`src/rtl/mul_float64_core_if.sv`:
```
// rtl/mul_float64_core_if.sv - handshake and operand/result bundle for mul_float64_core
interface mul_float64_core_if;
  logic        ap_start;
  logic        ap_done;
  logic        ap_ready;
  logic        ap_idle;
  logic [63:0] a;
  logic [63:0] b;
  logic [31:0] float_exception_flag_i;
  logic [31:0] float_exception_flag_o;
  logic        float_exception_flag_o_ap_vld;
  logic        special_vld;
  logic [63:0] special_result;
  logic        zSign;
  logic [12:0] zExp;
  logic [63:0] zSig;

  modport master (
    output ap_start, a, b, float_exception_flag_i,
    input  ap_done, ap_ready, ap_idle, float_exception_flag_o, float_exception_flag_o_ap_vld,
    input  special_vld, special_result, zSign, zExp, zSig
  );

  modport slave (
    input  ap_start, a, b, float_exception_flag_i,
    output ap_done, ap_ready, ap_idle, float_exception_flag_o, float_exception_flag_o_ap_vld,
    output special_vld, special_result, zSign, zExp, zSig
  );
endinterface

```
`src/rtl/mul_float64_core.sv`:
```
// rtl/mul_float64_core.sv - float64 multiply front end feeding round-and-pack
// MUL_DAZ_EN: when defined, subnormal operands are taken as signed zero and no normalisation is built.
module mul_float64_core #(
  parameter int          BIAS    = 1023,
  parameter logic [63:0] DEF_NAN = 64'hFFF8000000000000
) (
  input  logic              ap_clk,
  input  logic              ap_rst_n,
  mul_float64_core_if.slave bus
);

  localparam logic [12:0] BIAS13    = 13'(BIAS);
  localparam logic [63:0] QUIET_BIT = 64'h0008000000000000;

`ifdef MUL_DAZ_EN
  typedef enum logic [2:0] {S_IDLE, S_UNPACK, S_MUL, S_ADJ, S_DONE} state_t;
`else
  typedef enum logic [2:0] {S_IDLE, S_UNPACK, S_NORM_A, S_NORM_B, S_MUL, S_ADJ, S_DONE} state_t;
`endif

  state_t       state;
  logic [63:0]  opa, opb;
  logic [105:0] mcand;
  logic [52:0]  mplier;
  logic [105:0] prod;
  logic [12:0]  exp_a, exp_b;
  logic [5:0]   cnt;

  logic         done_q, idle_q, invalid_q, spec_vld_q, zsign_q;
  logic [63:0]  spec_res_q, zsig_q;
  logic [12:0]  zexp_q;

  logic [10:0] a_exp, b_exp;
  logic [51:0] a_frac, b_frac;
  logic        a_nan, b_nan, a_snan, b_snan, a_inf, b_inf, a_zero, b_zero;
  logic        z_sign;

  assign a_exp  = opa[62:52];
  assign b_exp  = opb[62:52];
  assign a_frac = opa[51:0];
  assign b_frac = opb[51:0];
  assign z_sign = opa[63] ^ opb[63];

  assign a_nan  = (a_exp == 11'h7FF) && (a_frac != 52'd0);
  assign b_nan  = (b_exp == 11'h7FF) && (b_frac != 52'd0);
  assign a_snan = a_nan && !a_frac[51];
  assign b_snan = b_nan && !b_frac[51];
  assign a_inf  = (a_exp == 11'h7FF) && (a_frac == 52'd0);
  assign b_inf  = (b_exp == 11'h7FF) && (b_frac == 52'd0);

`ifdef MUL_DAZ_EN
  assign a_zero = (a_exp == 11'd0);
  assign b_zero = (b_exp == 11'd0);
`else
  logic a_sub, b_sub;
  assign a_zero = (a_exp == 11'd0) && (a_frac == 52'd0);
  assign b_zero = (b_exp == 11'd0) && (b_frac == 52'd0);
  assign a_sub  = (a_exp == 11'd0) && (a_frac != 52'd0);
  assign b_sub  = (b_exp == 11'd0) && (b_frac != 52'd0);
`endif

  logic        spec_hit, spec_inv;
  logic [63:0] spec_res;

  // NaN beats Inf beats zero; invalid comes from sNaN inputs or Inf x 0.
  always_comb begin
    spec_hit = 1'b0;
    spec_inv = 1'b0;
    spec_res = 64'd0;
    if (a_nan || b_nan) begin
      spec_hit = 1'b1;
      spec_res = a_nan ? (opa | QUIET_BIT) : (opb | QUIET_BIT);
      spec_inv = a_snan || b_snan;
    end else if ((a_inf && b_zero) || (a_zero && b_inf)) begin
      spec_hit = 1'b1;
      spec_res = DEF_NAN;
      spec_inv = 1'b1;
    end else if (a_inf || b_inf) begin
      spec_hit = 1'b1;
      spec_res = {z_sign, 11'h7FF, 52'd0};
    end else if (a_zero || b_zero) begin
      spec_hit = 1'b1;
      spec_res = {z_sign, 63'd0};
    end
  end

  logic [12:0] e_sum, zexp_n;
  logic [63:0] zsig_n;
  logic        sticky;

  // Bit 105 set means the product is in [2,4); otherwise it sits one place lower.
  always_comb begin
    e_sum  = exp_a + exp_b - BIAS13;
    sticky = |prod[41:0];
    zsig_n = {prod[105:43], prod[42] | sticky};
    zexp_n = prod[105] ? e_sum : (e_sum - 13'd1);
  end

  always_ff @(posedge ap_clk or negedge ap_rst_n) begin
    if (!ap_rst_n) begin
      state      <= S_IDLE;
      opa        <= 64'd0;
      opb        <= 64'd0;
      mcand      <= 106'd0;
      mplier     <= 53'd0;
      prod       <= 106'd0;
      exp_a      <= 13'd0;
      exp_b      <= 13'd0;
      cnt        <= 6'd0;
      done_q     <= 1'b0;
      idle_q     <= 1'b1;
      invalid_q  <= 1'b0;
      spec_vld_q <= 1'b0;
      spec_res_q <= 64'd0;
      zsign_q    <= 1'b0;
      zexp_q     <= 13'd0;
      zsig_q     <= 64'd0;
    end else begin
      case (state)
        S_IDLE: begin
          if (bus.ap_start) begin
            opa    <= bus.a;
            opb    <= bus.b;
            idle_q <= 1'b0;
            state  <= S_UNPACK;
          end
        end
        S_UNPACK: begin
          mcand  <= {53'd0, (a_exp != 11'd0), a_frac};
          mplier <= {(b_exp != 11'd0), b_frac};
          exp_a  <= (a_exp == 11'd0) ? 13'd1 : {2'b00, a_exp};
          exp_b  <= (b_exp == 11'd0) ? 13'd1 : {2'b00, b_exp};
          prod   <= 106'd0;
          cnt    <= 6'd0;
          if (spec_hit) begin
            spec_vld_q <= 1'b1;
            spec_res_q <= spec_res;
            invalid_q  <= spec_inv;
            zsign_q    <= z_sign;
            zexp_q     <= 13'd0;
            zsig_q     <= 64'd0;
            done_q     <= 1'b1;
            state      <= S_DONE;
`ifndef MUL_DAZ_EN
          end else if (a_sub) begin
            state <= S_NORM_A;
          end else if (b_sub) begin
            state <= S_NORM_B;
`endif
          end else begin
            state <= S_MUL;
          end
        end
`ifndef MUL_DAZ_EN
        S_NORM_A: begin
          mcand <= mcand << 1;
          exp_a <= exp_a - 13'd1;
          if (mcand[51]) state <= b_sub ? S_NORM_B : S_MUL;
        end
        S_NORM_B: begin
          mplier <= mplier << 1;
          exp_b  <= exp_b - 13'd1;
          if (mplier[51]) state <= S_MUL;
        end
`endif
        S_MUL: begin
          if (mplier[0]) prod <= prod + mcand;
          mcand  <= mcand << 1;
          mplier <= mplier >> 1;
          cnt    <= cnt + 6'd1;
          if (cnt == 6'd52) state <= S_ADJ;
        end
        S_ADJ: begin
          spec_vld_q <= 1'b0;
          spec_res_q <= 64'd0;
          invalid_q  <= 1'b0;
          zsign_q    <= z_sign;
          zexp_q     <= zexp_n;
          zsig_q     <= zsig_n;
          done_q     <= 1'b1;
          state      <= S_DONE;
        end
        S_DONE: begin
          done_q <= 1'b0;
          idle_q <= 1'b1;
          state  <= S_IDLE;
        end
        default: begin
          done_q <= 1'b0;
          idle_q <= 1'b1;
          state  <= S_IDLE;
        end
      endcase
    end
  end

  assign bus.ap_done                       = done_q;
  assign bus.ap_ready                      = done_q;
  assign bus.ap_idle                       = idle_q;
  assign bus.special_vld                   = spec_vld_q;
  assign bus.special_result                = spec_res_q;
  assign bus.zSign                         = zsign_q;
  assign bus.zExp                          = zexp_q;
  assign bus.zSig                          = zsig_q;
  assign bus.float_exception_flag_o        = bus.float_exception_flag_i | {27'd0, invalid_q, 4'd0};
  assign bus.float_exception_flag_o_ap_vld = done_q & invalid_q;

endmodule

```
`src/flat_wrapper.sv`:
```
// flat-port wrapper written by rule: the top's interface ports become plain ports
module mul_float64_core_flat 
#(
  parameter int          BIAS    = 1023,
  parameter logic [63:0] DEF_NAN = 64'hFFF8000000000000
)
  (ap_clk, ap_rst_n, bus_ap_start, bus_a, bus_b, bus_float_exception_flag_i, bus_ap_done, bus_ap_ready, bus_ap_idle, bus_float_exception_flag_o, bus_float_exception_flag_o_ap_vld, bus_special_vld, bus_special_result, bus_zSign, bus_zExp, bus_zSig);
  mul_float64_core_if bus_i ();
  input  logic ap_clk;
  input  logic ap_rst_n;
  input wire logic [$bits(bus_i.ap_start)-1:0] bus_ap_start;
  input wire logic [$bits(bus_i.a)-1:0] bus_a;
  input wire logic [$bits(bus_i.b)-1:0] bus_b;
  input wire logic [$bits(bus_i.float_exception_flag_i)-1:0] bus_float_exception_flag_i;
  output wire logic [$bits(bus_i.ap_done)-1:0] bus_ap_done;
  output wire logic [$bits(bus_i.ap_ready)-1:0] bus_ap_ready;
  output wire logic [$bits(bus_i.ap_idle)-1:0] bus_ap_idle;
  output wire logic [$bits(bus_i.float_exception_flag_o)-1:0] bus_float_exception_flag_o;
  output wire logic [$bits(bus_i.float_exception_flag_o_ap_vld)-1:0] bus_float_exception_flag_o_ap_vld;
  output wire logic [$bits(bus_i.special_vld)-1:0] bus_special_vld;
  output wire logic [$bits(bus_i.special_result)-1:0] bus_special_result;
  output wire logic [$bits(bus_i.zSign)-1:0] bus_zSign;
  output wire logic [$bits(bus_i.zExp)-1:0] bus_zExp;
  output wire logic [$bits(bus_i.zSig)-1:0] bus_zSig;
  assign bus_i.ap_start = bus_ap_start;
  assign bus_i.a = bus_a;
  assign bus_i.b = bus_b;
  assign bus_i.float_exception_flag_i = bus_float_exception_flag_i;
  assign bus_ap_done = bus_i.ap_done;
  assign bus_ap_ready = bus_i.ap_ready;
  assign bus_ap_idle = bus_i.ap_idle;
  assign bus_float_exception_flag_o = bus_i.float_exception_flag_o;
  assign bus_float_exception_flag_o_ap_vld = bus_i.float_exception_flag_o_ap_vld;
  assign bus_special_vld = bus_i.special_vld;
  assign bus_special_result = bus_i.special_result;
  assign bus_zSign = bus_i.zSign;
  assign bus_zExp = bus_i.zExp;
  assign bus_zSig = bus_i.zSig;
  mul_float64_core #(.BIAS(BIAS), .DEF_NAN(DEF_NAN)) u_core (.ap_clk(ap_clk), .ap_rst_n(ap_rst_n), .bus(bus_i));
endmodule
```
`config.mk`:
```
export PLATFORM = sky130hd
export DESIGN_NAME = mul_float64_core_flat
export DESIGN_NICKNAME = d
export VERILOG_FILES = /design/src/rtl/mul_float64_core_if.sv /design/src/rtl/mul_float64_core.sv /design/src/flat_wrapper.sv
export SDC_FILE = /design/constraint.sdc
export NUM_CORES = 1
export LEC_CHECK = 0
export CORE_MARGIN = 4
export CORE_UTILIZATION = 25
export CTS_BUF_LIST = sky130_fd_sc_hd__clkbuf_8
export DETAILED_ROUTE_END_ITERATION = 12
export GPL_TIMING_DRIVEN = 0
export PLACE_DENSITY_LB_ADDON = 0.15
export SYNTH_ARGS = -nofsm -noshare
export SYNTH_HDL_FRONTEND = slang
export SYNTH_SLANG_ARGS = --single-unit
```
`constraint.sdc`:
```
create_clock -name ap_clk -period 3.5 [get_ports ap_clk]
set_input_delay 0.875 -clock ap_clk [delete_from_list [all_inputs] [get_ports ap_clk]]
set_output_delay 0.875 -clock ap_clk [all_outputs]
set_load 0.02 [all_outputs]
```
Word-level counts from Yosys, hierarchy flattened
Cells that the tools add are included.

word-level totals
  register bits = 574
  latch bits = 0
  memory bits (writable) = 0
  memory bits (read-only) = 0
  output and inout port bits = 179
  logic and storage cells = 132
  memories = 0

cells by class
  $add $sub $neg = 7
  multiply operators = 0
  divide/modulo/power cells = 0
  magnitude comparators = 0
  equal/unequal tests = 14
  shift operators = 0
  muxes and demuxes = 44
  bitwise operators = 6
  reductions and logical operators = 44

operator list
  operator                                              count
  two-way mux 64 bit                                    7
  case mux 106 bit (2 select lines)                     2
  case mux 64 bit (2 select lines)                      2
  case mux 53 bit (3 select lines)                      1
  adder 106 bit                                         1
  two-way mux 106 bit                                   1
  logical NOT 52 bit                                    2
  nonzero test 52 bit                                   2
  case mux 13 bit (2 select lines)                      3
  OR reduction 42 bit                                   1
  subtractor 13 x 1 -> 13 bit (second input constant)   3
  OR 32 x 5 -> 32 bit                                   1
  two-way mux 13 bit                                    2
  == test 11 bit (second input constant)                2
  logical NOT 11 bit                                    2
  two-way mux 11 bit                                    2
  nonzero test 11 bit                                   2
  two-way mux 3 bit                                     7
  case mux 3 bit (6 select lines)                       1
  adder 13 bit                                          1
  subtractor 13 x 10 -> 13 bit (second input constant)  1
  logical AND 1 bit                                     12
  case mux 6 bit (2 select lines)                       1
  two-way mux 1 bit                                     10
  other kinds (23)                                      46

Longest topological paths before layout
  word-level depth = 9
  depth in mapped cells = 16
  depth with buffers taken out = 16

Worst setup path after synthesis
Ideal clock, no wire load.

  path kind = flip-flop to flip-flop
  start point = register u_core.exp_b[2]
  end point = register u_core.zexp_q[12], in the netlist u_core.bus.zExp[12]
  setup time = 121 ps
  data arrival time = 3122 ps
  required time = 3379 ps
  slack = 257 ps
  cell stages (with the launch flop) = 14
  buffers on the path = 0
  clock period less this slack = 3243 ps
  cell sequence = dfrtp_1 ha_1 ha_1 a21o_1 a21oi_1 o21bai_1 a21oi_1 o21ai_1 and4b_1 or3_1 nor4_1 xnor2_1 xnor2_1 a22o_1

on the way
  longest elaborated chain between the ends = 5

ends and longest elaborated chain
  what                                  line                     source
  start: declaration                    mul_float64_core.sv:26   logic [12:0] exp_a, exp_b;
  start signal: assignment              mul_float64_core.sv:132  exp_b <= (b_exp == 11'd0) ? 13'd1 : {2'b00, b_exp};
  start signal: assignment              mul_float64_core.sv:162  exp_b <= exp_b - 13'd1;
  adder 13 bit (*)                      mul_float64_core.sv:93   e_sum = exp_a + exp_b - BIAS13;
  subtractor 13 x 10 -> 13 bit (*)      mul_float64_core.sv:93
  subtractor 13 x 1 -> 13 bit           mul_float64_core.sv:96   zexp_n = prod[105] ? e_sum : (e_sum - 13'd1);
  two-way mux 13 bit (*)                mul_float64_core.sv:96
  case mux 13 bit (2 select lines) (*)  mul_float64_core.sv:119  case (state)
  end signal: assignment                mul_float64_core.sv:178  zexp_q <= zexp_n;
  end: declaration                      mul_float64_core.sv:31   logic [12:0] zexp_q;

Mark *: on every way between the ends. The rest lies on a longest branch, timed or not.
A chain may end at the register's enable or synchronous reset.

Final worst setup path
  start point = register u_core.state[1]
  end point = register u_core.exp_b[5]

on the way
  longest elaborated chain between the ends = 2
  elaborated cells between the ends (all ways) = 4
  classes of those cells = eq/ne: 2; mux: 1; reduce/logical: 1

ends and longest elaborated chain
  what                                                                           line                     source
  start: declaration                                                             mul_float64_core.sv:21   state_t state;
  start signal: assignment                                                       mul_float64_core.sv:158  if (mcand[51]) state <= b_sub ? S_NORM_B : S_MUL;
  == test 3 x 2 -> 1 bit / == test 3 x 1 -> 1 bit (equally long branches)        mul_float64_core.sv:119
  case mux 13 bit (2 select lines) / nonzero test 2 bit (equally long branches)  n/a

Several ways; a longest one is shown, not always the timed one.

==> qor.txt <==
CTS Buffer Depth: 3
RePlAce Congestion: 0.825
DP Area: 37500 um^2
worst-path fanout max: 10
vias in the first global route: 28.3k
Largest stage delay, worst path: 0.65 ns
#FFs+latches synth: 574
Wirelength per Cell: 22.2 um
starting density of the core: 25.2%
critical path capture point type: flip-flop
clk sink count: 574
CP most frequent cell: clkbuf_1
Die Y: 366 um
num rows: 131
WHS: 0.469 ns
fin crit share: 97.7%
TritonCTS clock tree: yes
Die Span X: 366 um
DR DRC count: 0
most frequent cells in the layout: 559 x dfrtp_1, 309 x clkdlybuf4s50_1, 287 x nor2_1
met1 Usage GRT: 24.5%
CP cell instances: clkbuf_1 > clkbuf_1 > clkbuf_1 > clkdlybuf4s15_2 > clkbuf_1 > nand2_1 > o21ai_0
Worst Setup Path Type: flip-flop to flip-flop
H-tree Lvls: 3
sequential area share after synthesis: 44.8%
core area: 128000 um^2
Top delay family on crit path: buffers and inverters
first-pass GRT wire length: 186000 um
Critical Path Slowest Stage Cell: clkbuf_1
startpoint types: flip-flop
# nets final: 4097
Post-synth EDFFs: 0
worst skew pair latency: 0.81 ns
Num CTS Buffers: 110
placed insts: 5332
total gr overflow: 0
share of cells above drive strength 1: 14.3%
synthesized area: 32100 um^2
RSZ-0062 raised after global routing: true
max-cap violations: 0
fin crit period: 3.42 ns
DP HPWL: 93700 um
Netlist cell types: 82
most common cell after layout, fill and taps aside: dfrtp_1
WP data required: 4.21 ns
via-per-instance ratio: 5.05
initial antenna violation count: 3
routed via count: 28.0k
Slew Viols, Final: 0
I/O pin total: 342
Pwr per Cell Area: 920 nW/um^2
status: finished, final reports clean
fillcell total: 13.4k
Total Power: 37600 uW
Syn Nets: 3649
number of nets with antenna violations after routing: 0
worst-margin pin slew: 1.14 ns
global-route met2 utilization: 29.3%
area grow syn2layout: 27.3%
Hold Crit Class: flip-flop to flip-flop
ys async rst share: 100%
P_leak: 0.0168 uW
critical path buffer and inverter count: 5
Syn Area/Cell: 9.58 um^2
final core occ: 32.0%
input/output buffers: 310
DRT Pass-1 Iters: 6
final wirelength: 123000 um
most crowded layer after global routing: met2
fmax: 0.292 GHz
# setup viols final: 0
maximum vdd drop: 0.423 mV
Synth Flop Type: dfrtp_1
crit path DAT: 4.13 ns
Final Hold Vio Count: 0
synthesis warning total: 0
Worst Clk Skew: 0.0657 ns
Slew HR: 23.9%
largest net degree at the start of global routing: 112
synthesized netlist cell count: 3351
Clock Tree Root: clkbuf_8
post-route cell area: 40900 um^2
GRT Overall Usage: 17.8%
Clk pin slew, worst setup/hold paths: 0.06 ns
First DRT Iteration DRCs: 1846
Post-Layout Cell Count: 5553
GRT met3 Usage: 2.54%
DIE AREA: 134000 um^2
## metal layers
layer,wire length (um),vias to the layer above
li1,-,13300
met1,58100,13900
met5,0,-
met3,4750,159
met4,3130,0
met2,57200,628
## state kept, by name, summed over array words and instances (netlist names)
register and count:
u_core.opa 64, u_core.exp_b 13, u_core.bus.special_result 64, u_core.state 3, u_core.cnt 6, u_core.bus.zSig 64
u_core.bus.special_vld 1, u_core.invalid_q 1, u_core.bus.ap_idle 1, u_core.mplier 53, u_core.exp_a 13, u_core.prod 106
u_core.opb 64, u_core.bus.ap_done 1, u_core.mcand 106, u_core.bus.zSign 1, u_core.bus.zExp 13
## per-stage QoR
stage / worst slack, ns / setup TNS (ns)
final: 0.0802 / 0
after global routing: -0.114 / -0.359
after CTS: -0.0531 / -0.0791
after detailed placement: -1.14 / -137.99
after global placement: -26.79 / -
after floorplan: 0.257 / 0
## worst min-delay path, delay by kind of cell, from the launching register on
kind,cells,cell delay (ns)
DFF,1,0.34
and+or+nand+nor,2,0.10
## Yosys cell counts (all sizes together) (70+ instances only)
| master | count | area [um^2] |
|---|---|---|
| clkbuf | 175 | 657 |
| a21oi | 226 | 1160 |
| nor2 | 292 | 1100 |
| ha | 133 | 1660 |
| buf | 83 | 455 |
| xnor2 | 70 | 613 |
| nand2 | 258 | 968 |
| mux2i | 90 | 901 |
| mux2 | 129 | 1450 |
| nand3 | 147 | 736 |
| dfrtp | 573 | 14300 |
| o21ai | 271 | 1360 |
| a22o | 133 | 1160 |
## kinds of logic after synthesis
kind of cell | after synthesis | synth area share [%]
XOR/XNOR | 120 | 3.27
buffers and inverters | 313 | 4.11
AND/OR/NAND/NOR | 955 | 13.6
AO/OA/AOI/OAI | 1035 | 21.6
flip-flops | 574 | 44.8
multiplexers | 219 | 7.33
adder cells (fa/ha/maj) | 135 | 5.31
## where the power goes
group,switching (uW),total (uW),internal [uW]
Sequential,3260,12100,8800
Clock,3260,7250,3990
Combinational,10800,18300,7450
## layout make-up
class | instances | area, um^2 | share of cell area [%]
multi-input combinational | 2464 | 17100 | 41.8
sequential | 574 | 14400 | 35.2
timing repair buffer | 351 | 3610 | 8.83
tap | 1662 | 2080 | 5.09
clock buffer | 150 | 2060 | 5.05
buffer | 243 | 1080 | 2.65
clock inverter | 52 | 343 | 0.839
inverter | 55 | 206 | 0.505
antenna | 2 | 5.00 | 0.0122
## timing repair
action                                  CTS  global route
endpoints found under the setup margin  270            77
hold buffers                              1             0
pin swaps                                15            26
endpoints found under the hold margin    43             0
cloned                                    0             0
setup buffers                            15            16
resized for setup                        81            74
## final timing paths
check / to / slack [ns] / startpoint / depth (start not counted)
hold reg to reg: u_core.bus.special_result[60] / 0.47 / u_core.bus.special_result[60] / 2
setup / recovery: u_core.exp_b[5] / 0.08 / u_core.state[1] / 7
min in group asynchronous: u_core.exp_b[10] / 0.58 / ap_rst_n / 2
hold / removal: u_core.bus.special_result[60] / 0.47 / u_core.bus.special_result[60] / 2
setup reg to reg: u_core.exp_b[5] / 0.08 / u_core.state[1] / 7
max in group asynchronous: u_core.bus.zSig[8] / 0.85 / ap_rst_n / 6
No activity file was read; power rests on OpenSTA's default activity.
